<file path="src/rtl/pipeline_shift_chain.sv">
// Decode-to-retire shift chain: stage 0 takes decode output (or a bubble on stall),
// later stages always shift. Define PIPE_PERF_COUNTERS_EN for bubble/kill counters.
module pipeline_shift_chain #(
  parameter int WIDTH   = 64,
  parameter int DEPTH   = 3,
  parameter int STALL_W = 8
) (
  input  logic                           clk,
  input  logic                           rst,
  input  logic                           in_valid,
  input  logic [WIDTH-1:0]               in_data,
  input  logic [STALL_W-1:0]             stall_in,
  input  logic                           clear_in,
  input  logic [DEPTH-1:0]               kill_mask,
  output logic                           in_ready,
  output logic [DEPTH-1:0]               out_valid,
  output logic [DEPTH*WIDTH-1:0]         out_data,
  output logic [$clog2(DEPTH+1)-1:0]     occupancy
`ifdef PIPE_PERF_COUNTERS_EN
  ,
  output logic [31:0]                    bubble_cnt,
  output logic [31:0]                    kill_cnt
`endif
);

  localparam int OCC_W = $clog2(DEPTH + 1);

  function automatic logic [OCC_W-1:0] popcount(input logic [DEPTH-1:0] v);
    logic [OCC_W-1:0] cnt;
    cnt = '0;
    for (int i = 0; i < DEPTH; i++) cnt = cnt + OCC_W'(v[i]);
    return cnt;
  endfunction

  logic                          stall;
  logic                          load;
  logic                          s0_valid;
  logic [WIDTH-1:0]              s0_data;
  logic [DEPTH-1:0]              valid_q;
  logic [DEPTH-1:0][WIDTH-1:0]   data_q;
  logic [DEPTH-1:0]              valid_d;
  logic [DEPTH-1:0][WIDTH-1:0]   data_d;

  assign stall    = |stall_in;
  assign load     = clear_in || !stall;
  assign in_ready = load;

  // NOTE: combinational blocks assign every output a default first so no latch is inferred.
  always_comb begin
    s0_valid = 1'b0;
    s0_data  = data_q[0];
    if (load) begin
      s0_valid = in_valid;
      s0_data  = in_data;
    end
  end

  // Kill only clears the valid bit; the payload still moves so the data path stays simple.
  generate
    if (DEPTH > 1) begin : g_shift
      assign valid_d = {valid_q[DEPTH-2:0], s0_valid} & ~kill_mask;
      assign data_d  = {data_q[DEPTH-2:0], s0_data};
    end else begin : g_single
      assign valid_d = s0_valid & ~kill_mask;
      assign data_d  = s0_data;
    end
  endgenerate

  // NOTE: sequential state uses non-blocking assignments so all stages sample pre-edge values.
  // NOTE: payload registers are reset too, because out_data must read zero after reset.
  always_ff @(posedge clk) begin
    if (rst) begin
      valid_q   <= '0;
      data_q    <= '0;
      occupancy <= '0;
    end else begin
      valid_q   <= valid_d;
      data_q    <= data_d;
      occupancy <= popcount(valid_d);
    end
  end

  assign out_valid = valid_q;
  assign out_data  = data_q;

`ifdef PIPE_PERF_COUNTERS_EN
  logic [32:0] kill_sum;
  assign kill_sum = {1'b0, kill_cnt} + 33'(popcount(kill_mask));

  always_ff @(posedge clk) begin
    if (rst) begin
      bubble_cnt <= '0;
      kill_cnt   <= '0;
    end else begin
      if (!load && bubble_cnt != 32'hFFFF_FFFF) bubble_cnt <= bubble_cnt + 32'd1;
      kill_cnt <= kill_sum[32] ? 32'hFFFF_FFFF : kill_sum[31:0];
    end
  end
`endif

endmodule

</file>
<file path="config.mk">
export PLATFORM = sky130hd
export DESIGN_NAME = pipeline_shift_chain
export DESIGN_NICKNAME = d
export VERILOG_FILES = /design/src/rtl/pipeline_shift_chain.sv
export SDC_FILE = /design/constraint.sdc
export NUM_CORES = 1
export LEC_CHECK = 0
export CORE_ASPECT_RATIO = 0.5
export CORE_MARGIN = 2
export CORE_UTILIZATION = 35
export DETAILED_ROUTE_END_ITERATION = 8
export PLACE_DENSITY = 0.68
export SLEW_MARGIN = 20
export SYNTH_ARGS = -nofsm -noshare
export SYNTH_HDL_FRONTEND = slang
export SYNTH_SLANG_ARGS = --single-unit
export TNS_END_PERCENT = 100
</file>
<file path="constraint.sdc">
create_clock -name clk -period 1.8 [get_ports clk]
set_clock_uncertainty 0.15 [all_clocks]
set_input_delay 0.18 -clock clk [delete_from_list [all_inputs] [get_ports clk]]
set_output_delay 0.18 -clock clk [all_outputs]
set_load 0.01 [all_outputs]
</file>
After elaboration in Yosys (flattened, before gate mapping):

Cells that the tools add are included.

* logic and storage cells: 13
* output and inout port bits: 198
* flip-flop bits (word level): 197
* input bits: 79

* reduce and logical (&&, ||, !) cells: 3
* mux-type cells: 1
* bitwise gates (word level): 2
* $add $sub $neg: 2

Operator list (count)
* 8-bit OR reduction: 1
* 3-bit bitwise AND: 1
* 3-bit NOT: 1
* 1-bit by 1-bit adder with 2-bit output: 1
* 2-bit by 1-bit adder with 2-bit output: 1
* 1-bit logical NOT: 1
* 1-bit logical OR: 1
* 1-bit 2-to-1 mux: 1

Depth between registers and ports, before layout:

Gate-level depths: netlist of the first run.

* depth after elaboration: 7
* gate-level depth with buffers: 7
* gate-level depth less buffers: 5

Worst setup path before layout of the first run:

OpenSTA, ideal clock, no wires.

* path kind: input -> register
* from: in stall_in[1]
* to: reg occupancy[0]
* library setup time: 0.127 ns
* stages on the path: 7
* buffers on the path: 2
* setup slack: -0.070 ns
* data arrival time: 1.593 ns
* data required time: 1.523 ns
* cell sequence: nor4_1 > a21o_2 > buf_6 > buf_8 > and3b_1 > fa_1 > nor2b_1

* cells in the longest elaborated chain, start to end: 7

RTL lines
* start: declaration: RTL line 12 `input logic [STALL_W-1:0] stall_in,`
* 8-bit OR reduction: RTL line 44 `assign stall = |stall_in;`
* 1-bit logical NOT: RTL line 45 `assign load = clear_in || !stall;`
* 1-bit logical OR: RTL line 45
* net in_ready: RTL line 15 `output logic in_ready,`
* 1-bit 2-to-1 mux: RTL line 52 `if (load) begin`
* 3-bit bitwise AND: RTL line 61 `assign valid_d = {valid_q[DEPTH-2:0], s0_valid} & ~kill_mask;`
* net valid_d[0]: RTL line 41 `logic [DEPTH-1:0] valid_d;`
* 1-bit by 1-bit adder with 2-bit output: RTL line 31 `for (int i = 0; i < DEPTH; i++) cnt = cnt + OCC_W'(v[i]);`
* 2-bit by 1-bit adder with 2-bit output: RTL line 31
* end signal: assignment: RTL line 79 `occupancy <= popcount(valid_d);`
* end: declaration: RTL line 18 `output logic [$clog2(DEPTH+1)-1:0] occupancy`

The timed path passes the listed nets, and every way through them passes these cells.
A chain may end at the register's enable or synchronous reset.

Worst setup path in the final report of the first run:

* from: in stall_in[1]
* to: out in_ready

* cells in the longest elaborated chain, start to end: 3

RTL lines (RTL line)
* 8-bit OR reduction: 44
* 1-bit logical NOT: 45
* 1-bit logical OR: 45
* end: declaration: 15

Every way passes these cells.

==> results of run 1 <==
[cells in the mapped netlist]
| library cell | n | area share (%) |
|---|---|---|
| and4bb_1 | 1 | 0.20 |
| buf_4 | 3 | 0.36 |
| nor2b_1 | 198 | 20 |
| a21o_2 | 1 | 0.14 |
| mux2_2 | 37 | 6.7 |
| clkbuf_1 | 13 | 0.78 |
| buf_2 | 8 | 0.64 |
| buf_6 | 1 | 0.18 |
| buf_12 | 2 | 0.64 |
| mux2_4 | 20 | 4.8 |
| buf_8 | 1 | 0.24 |
| fa_1 | 1 | 0.32 |
| and3b_1 | 1 | 0.14 |
| dfxtp_1 | 197 | 63 |
| nor4_1 | 2 | 0.20 |
| mux2_1 | 7 | 1.3 |
[worst max-delay path by stage]
| stage | startpoint | end | slack [ns] | cells past startpoint |
|---|---|---|---|---|
| 2_1_floorplan | stall_in[7] | occupancy[0] | -0.05 | 7 |
| 3_3_place_gp | stall_in[7] | out_data[6] | -0.35 | 5 |
| 3_5_place_dp | stall_in[1] | out_data[4] | -0.38 | 5 |
| 4_1_cts | stall_in[1] | in_ready | 0.04 | 4 |
| 5_1_grt | stall_in[7] | out_data[46] | 0.006 | 5 |
| 6_report | stall_in[1] | in_ready | 0.07 | 4 |
[cell families (layout without fill, tap and decap cells)]
logic type,count (synthesis),in the layout
buffers and inverters,28,322
adders and majority gates,1,1
AOI/OAI and AO/OA,1,1
and+or+nand+nor,202,202
muxes,64,64
DFF,197,197
[final cells by class]
type / instances / area share [%]
multi-input combinational: 268 / 21.57
timing repair buffer: 291 / 29.79
clock inverter: 12 / 1.240
tap: 234 / 2.960
sequential: 197 / 39.87
clock buffer: 19 / 4.579
[state kept, by name, indices dropped and copies added (netlist names)]
name,flops
out_valid,3
out_data,192
occupancy,2
[metrics by stage]
stage / setup TNS [ns] / total power [uW] / hold WS, ns / std cells / instance area [um^2]
2_1_floorplan: -0.05420 / 5144 / 0.2299 / 493 / 6252
3_3_place_gp: -18.77 / 5770 / 0.2956 / 989 / 9301
3_5_place_dp: -20.37 / 5785 / 0.3040 / 989 / 9301
4_1_cts: 0 / 9472 / 0.2715 / 1021 / 9888
5_1_grt: 0 / 9709 / 0.2839 / 1021 / 9892
6_report: 0 / 9333 / 0.2922 / 1021 / 9892
[timing repair]
item,4_1_cts,5_1_grt
gates resized for setup,3,1
setup endpoints to repair,1,1
hold buffers,1,0
gates cloned,0,0
pin swaps,0,0
hold endpoints to repair,10,0
[worst max-delay path, delay by kind of cell]
family	cells	cell delay [ns]
AO/OA/AOI/OAI	1	0.21
buffers and inverters	2	0.71
AND/OR/NAND/NOR	1	0.30
[power by group through the flow]
| stage | logic, uW | registers (uW) | clock network [uW] |
|---|---|---|---|
| 4_1_cts | 1070 | 4620 | 3780 |
| 6_report | 1050 | 4620 | 3660 |
| 5_1_grt | 1120 | 4640 | 3940 |
| 3_3_place_gp | 1050 | 4720 | 0 |
| 3_5_place_dp | 1060 | 4720 | 0 |
| 2_1_floorplan | 343 | 4800 | 0 |
[per-layer routing]
metal	share of wire (%)	vias to the layer above	GRT usage [%]
met5	0	-	0
met4	1.6	0	5.109
met3	3.5	16	3.559
met2	54	80	30.05
met1	41	2022	19.29
li1	-	2129	-
==> out/results.ini, run 1 <==
[status]
status=finished, final reports clean

[route]
drt_iter0_markers=68
avgViaCountPerCell=4.160
routed_wl_um=15430
drtPass1Iterations=4
ant_nets=0
num_vias=4247
wl_per_cell_um=15.11
drc=0

[grt]
grt_max_degree=42
grt_first_pass_wirelength_um=23920
antenna_found_initial=0
grt.overflow.total=0
track_usage_pct=16.47
grt_pass1_vias=4334

[floorplan]
rows=34
die_y_um=98.25
initial_core_util_pct=35.74
io_pins=277
die-area_um2=18910
fp.coreArea_um2=17400
die_x_um=192.5

[timing]
setup_viol=0
period_share_pct=96.14
final.setup.worst_slack_ns=0.06953
max_freq_mhz=577.9
timing.final.hold_violations=0
maxSlewHeadroom_pct=76.33
rsz0062_at_grt=no
tightest_slew_ns=0.3551
slew_viol_final=0
finalCriticalPeriod_ns=1.730

[logic_synthesis]
yosys-mux-area-fraction_pct=12.80
synth_compound_area_share_pct=0.1408
synth.cell_area_um2=6218
yosys.area_share.simple_pct=20.46
ys_types=16
avgSynthCellArea_um2=12.61
ys_seq_area_share_pct=63.42
synthAdderAreaFrac_pct=0.3219
syn_nets=573
synth_top_family_by_area=simple AND/OR/NAND/NOR gates
synth_seq_cells=197
ys.warnings.count=0
syn_inst=493
synth_xor_area_share_pct=0

[power_and_ir_drop]
intPower_uw=7215
power_frac_seq_pct=49.5
combPwrFrac_pct=11.3
clock_power_share_pct=39.2
leakagePower_uw=0.003843
powerDensity_nw_per_um2=943.5
p_switching_uw=2118
sw_frac_of_total_pct=22.69
peakVddDrop_mv=0.7112

[clock_network]
htree_levels=4
post_cts_buffers=0
insertion_delay_ns=0.41
cts_tree=yes
clk_pin_slew_ns=0.07
cts_root_buffer=clkbuf_16
cts_buffers=17
numClockSinks=197
clk_path_buf_depth=2

[setup_path]
crit_chain=clkdlybuf4s50_1 > nor4_4 > a21o_4 > clkdlybuf4s15_2
reg2reg_slack_ns=0.41
r2r_cells=3
worstPathRequired_ns=1.47
start_kind=input pin
r2r-start=out_valid[1]
critPathCaptureType=output pin
critPathKind=input pin to output pin
slowest_stage=clkdlybuf4s50_1
cp_data_arrival_time_ns=1.40
reg2reg_to=occupancy[0]
critPathMaxStageDelay_ns=0.45
cp_max_fo=6

[final_layout]
final_common_cell=clkdlybuf4s50_1
num-fill-cells=1484
final_cell_mix=clkdlybuf4s50_1, nor2b_1, dfxtp_1, mux2_2, mux2_4
drive_above_1_share_pct=13.60
regArea_um2=3944
multi_input_area_um2=2133
utilization_pct=56.85
antenna_cells=0
area_growth_pct=59.07
nets=855

[place]
port-buffer-count=276
preCtsSetupSlack_ns=-0.3772
place_congestion=0.7671
hpwl_um=11800

[min_path]
hold_start=in_valid
holdPathEnd=out_valid[0]
hp-class=input pin to register
hold_depth=2

[job]
maxCapViolations=0

Note: power is estimated with default switching activity, not from simulation.
==> inputs of run 2 (changes only) <==
- CAP_MARGIN: default -> 10
==> results of run 2 <==
Final layout, timing and power as in run 1 (identical DEF).
==> patch 1, RTL diff (config.mk and constraints of run 2) <==
Add a define of `PIPE_PERF_COUNTERS_EN`.
--- a/src/rtl/pipeline_shift_chain.sv
+++ b/src/rtl/pipeline_shift_chain.sv
@@ -1,4 +1,6 @@
 // Decode-to-retire shift chain: stage 0 takes decode output (or a bubble on stall),
 // later stages always shift. Define PIPE_PERF_COUNTERS_EN for bubble/kill counters.
+`define PIPE_PERF_COUNTERS_EN
+
 module pipeline_shift_chain #(
   parameter int WIDTH   = 64,
Formal check against the unedited RTL (old outputs only; new: bubble_cnt and kill_cnt): equivalent (Yosys induction, for registers that start in step).
==> patch 1 against run 2 <==
The run now ends with setup timing left. Wire length up 88%. Clock power up 43%. Maximum frequency down 32%. Global-route usage up 4.2 points. Final area up 56%. Area after synthesis up 45%. Sequential cell count up 64. Power up 35%. Setup slack worse by 0.83 ns. Register-to-register slack worse by 1.2 ns. Largest cell class unchanged. Largest power group unchanged.
==> patch 1: results (changes against run 2) <==
Yosys reg bits: 261 (was 197)
Fillcell total: 2,125 (was 1,484)
Detail Route met3 WL: 1030 um (was 541 um)
Seq/total area: 34.4% (was 39.9%)
XOR/XNOR Fraction of Synth Area: 3.60% (was 0%)
Clk_lat worst skew: 0.53 ns (was 0.41 ns)
Combinational group share of total power: 10.2% (was 11.3%)
Detail-routed via count per cell: 4.66 (was 4.16)
Placer Congestion: 0.842 (was 0.767)
Post-synth cell types: 51 (was 16)
Cts bufs inserted: 25 (was 17)
Compound-cell area share of the yosys netlist: 9.37% (was 0.141%)
Layout net count: 1,499 (was 855)
Reg2reg end: kill_cnt[28] (was occupancy[0])
Pre-CTS setup slack: -1.21 ns (was -0.377 ns)
Reg-to-reg critical path startpoint: kill_cnt[0] (was out_valid[1])
Worst hold endpoint: out_data[48] (was out_valid[0])
All-Layer GR Usage: 20.7% (was 16.5%)
Final non-clock buffer share: 30.9% (was 29.8%)
R2R cell count: 10 (was 3)
Synth cell count leaders: dfxtp_1, nand2_1, nor2b_1 (was nor2b_1, dfxtp_1, mux2_2)
Met1 usage: 24.2% (was 19.3%)
First-pass GRT wire length: 45,100 um (was 23,900 um)
DP Area: 14,000 um2 (was 9300 um2)
Postcts setup bufs: 19 (was 0)
Switching share of power: 23.3% (was 22.7%)
Port Buffer Count: 340 (was 276)
Critical setup path kind: flop to flop (was primary input to primary output)
Worst slew pin tran: 0.502 ns (was 0.355 ns)
Met3 Use GR: 3.40% (was 3.56%)
Initial drt markers: 506 (was 68)
M1 WL: 11,700 um (was 6320 um)
Resize count post-CTS: 187 (was 3)
Vias in the first global route: 8,162 (was 4,334)
Non-clock buffer count: 500 (was 291)
TNS Setup: -21.26 ns (was 0 ns)
Largest net degree at the start of global routing: 62 (was 42)
Ant diodes: 1 (was 0)
Worst Path Arrival: 2.85 ns (was 1.40 ns)
Adder-cell share of the synthesized area: 1.09% (was 0.322%)
Worst Hold Slack: 0.0519 ns (was 0.292 ns)
Worst-path fanout max: 5 (was 6)
Sequential area share after synthesis: 58.1% (was 63.4%)
Setup-violating endpoint count in the final report: 51 (was 0)
Fraction of area in multi-input gates: 26.3% (was 21.6%)
CTS H-tree lvls: 1 (was 4)
Inverters: 14 (was 0)
Met2 wire length: 15,500 um (was 8330 um)
DP HPWL: 20,900 um (was 11,800 um)
Clock network share of area: 5.31% (was 5.82%)
Setup WS post-layout: -0.760 ns (was 0.0695 ns)
Failing checks: setup timing
Min-Delay Startpoint: in_data[48] (was in_valid)
Final-layout clock buffer total: 36 (was 19)
Outcome: finished with violations (was finished clean)
Initial antenna violation count: 1 (was 0)
patch 1: cell count changes after synthesis, sizes merged, moves of 21 or more:
cell	before	now
nand3	0	21
mux2	64	2
nor2b	198	137
nand2	0	153
a21oi	0	110
clkbuf	13	49
nor2	0	28
dfxtp	197	261
patch 1: critical path, stage by stage (launching register included):
cell     delay [ns]
dfxtp_2        0.33
fa_2           0.54
ha_4           0.14
fa_2           0.21
and4_4         0.22
nand4_1        0.15
buf_6          0.19
nor3_4         0.21
buf_4          0.15
a21oi_2        0.04
nor3_1         0.15
patch 1: stage by stage:
step / instances / total power, uW / util (%)
finish: 1778 / 12600 / 60.9
global route: 1778 / 13100 / 60.9
CTS: 1770 / 12800 / 59.9
detailed placement: 1704 / 7520 / 55.6
global placement: 1704 / 7490 / 55.6
floorplan: 940 / 6670 / -
patch 1: cells by family after synthesis:
| logic type | after synthesis |
|---|---|
| simple gates | 420 |
| fa+ha+maj | 6 |
| buf+inv | 67 |
| mux | 3 |
| xor+xnor | 37 |
| flops | 261 |
| compound gates | 146 |
==> patch 2, RTL diff (settings of run 2) <==
Without the edit above. `data_q` no longer has a reset.
--- a/src/rtl/pipeline_shift_chain.sv
+++ b/src/rtl/pipeline_shift_chain.sv
@@ -72,11 +72,13 @@
     if (rst) begin
       valid_q   <= '0;
-      data_q    <= '0;
       occupancy <= '0;
     end else begin
       valid_q   <= valid_d;
-      data_q    <= data_d;
       occupancy <= popcount(valid_d);
     end
+  end
+
+  always_ff @(posedge clk) begin
+    data_q <= data_d;
   end
 
Behaviour: not the same (Yosys sat finds a counterexample within 4 cycles, from zero or initial values and one cycle with rst high).
==> patch 2 against run 2 <==
Via count fell by 35%. Wire length fell by 23%. Global-route usage fell by 0.16 points. Count of clock-buffer cells in the layout rose by 1. Power rose by 6.6%. Area after synthesis fell by 25%. Final area fell by 15%. Setup slack got worse by 0.034 ns. Sequential cell count did not move. Critical path depth rose by 1. Largest cell class unchanged.
==> patch 2: results (changes against run 2) <==
Layout net count: 593 (was 855)
Peak VDD IR: 577 uV (was 711 uV)
Synth cell count leaders: dfxtp_1, edfxtp_1, nor2b_1 (was nor2b_1, dfxtp_1, mux2_2)
TritonRoute pass-1 iters: 4 (unchanged)
Placer Congestion: 0.769 (was 0.767)
Worst slew pin tran: 0.278 ns (was 0.355 ns)
Detail-routed via count per cell: 3.97 (was 4.16)
Share of layout cells above drive strength 1: 8.17% (was 13.6%)
Post-synth cell types: 9 (was 16)
CTS H-tree lvls: 4 (unchanged)
Worst Path Arrival: 1.43 ns (was 1.40 ns)
Number of synthesized flops with an enable pin: 64 (was 0)
Mapped Nets: 290 (was 573)
Worst path max stage delay: 0.52 ns (was 0.45 ns)
Ranking of synthesized cells by area: dfxtp_1, edfxtp_1, nor2b_1 (was dfxtp_1, nor2b_1, mux2_2)
Outcome: finished clean (unchanged)
Worst-path fanout max: 3 (was 6)
DP Area: 7770 um2 (was 9300 um2)
Fillcell total: 945 (was 1,484)
Largest net degree at the start of global routing: 27 (was 42)
Final std cells w/o fill: 696 (was 1,021)
Sequential area share after synthesis: 97.8% (was 63.4%)
Post-Place Cells: 663 (was 989)
Compound-cell area share of the yosys netlist: 0.107% (was 0.141%)
P_int: 7760 uW (was 7220 uW)
Initial drt markers: 129 (was 68)
Lkg Pwr: 0.00318 uW (was 0.00384 uW)
Vias in the first global route: 2,821 (was 4,334)
All-Layer GR Usage: 16.3% (was 16.5%)
Adder-cell share of the synthesized area: 0.427% (was 0.322%)
Total Wirelength: 11,800 um (was 15,400 um)
First-pass GRT wire length: 16,800 um (was 23,900 um)
Post-synthesis mux area share: 0% (was 12.8%)
DP HPWL: 9300 um (was 11,800 um)
Post-synthesis cell count: 210 (was 493)
==> patch 2: cell count changes in the layout (fill, tap and decap cells not counted), moves of 4 or more <==
cell,change
edfxtp_1,+64
mux2_4,-20
mux2_1,-7
nor2b_1,-192
dfxtp_1,-64
inv_6,+4
mux2_2,-37
==> patch 2: final timing paths <==
check,from,cells after the start,slack [ns],to
setup / recovery,stall_in[0],5,0.04,in_ready
hold / removal,in_data[19],1,0.16,out_data[19]
setup reg to reg,out_valid[0],3,0.42,occupancy[0]
hold reg to reg,out_data[73],0,0.19,out_data[137]
==> patch 2: metrics by stage <==
| stage | worst slack [ns] | utilization, % | hold slack (ns) | total power (uW) |
|---|---|---|---|---|
| 3_3_place_gp | -0.361 | 60.3 | 0.182 | 6330 |
| 2_1_floorplan | -0.189 | - | 0.101 | 5390 |
| 6_report | 0.0351 | 64.9 | 0.162 | 9940 |
| 5_1_grt | -0.0599 | 64.9 | 0.144 | 10300 |
| 3_5_place_dp | -0.401 | 60.3 | 0.186 | 6360 |
| 4_1_cts | 0.0219 | 64.9 | 0.145 | 10100 |
==> patch 2: logic make-up after synthesis <==
family          count (synthesis)
fa+ha+maj                       1
simple gates                   10
buf+inv                         1
flops                         197
compound gates                  1
==> patch 2: worst max-delay path: cells and delay by family <==
family          cells  cell delay, ns
buf+inv             3            0.94
compound gates      1            0.26
simple gates        1            0.05
==> patch 2: cell type report <==
class,count,share of cell area [%]
flip-flops and latches,197,54.8
clock buffers,20,5.22
repair buffers,284,34.1
multi-input cells,12,1.53
inverters,1,0.0898
well taps,170,2.54
clock inverters,12,1.72
==> patch 2: power by group through the flow <==
stage	registers (uW)	logic, uW	clock network (uW)
final	5100	1140	3710
after global routing	5140	1180	3950
after CTS	5110	1160	3800
after detailed placement	5200	1150	0
after global placement	5190	1150	0
after floorplan	5360	29.9	0
==> patch 2: per-layer routing <==
metal / global-route usage [%] / share of wire (%) / up-vias
met5: 0 / 0 / -
met4: 7.67 / 1.7 / 0
met3: 3.83 / 3.5 / 18
met2: 31.2 / 57 / 73
met1: 17.3 / 37 / 1343
li1: - / - / 1329
==> patch 2: what timing repair did <==
item                                    in CTS  in global routing
resized for setup                            1                  2
setup buffers                                1                  0
pin swaps                                    1                  0
endpoints found under the setup margin       1                  2
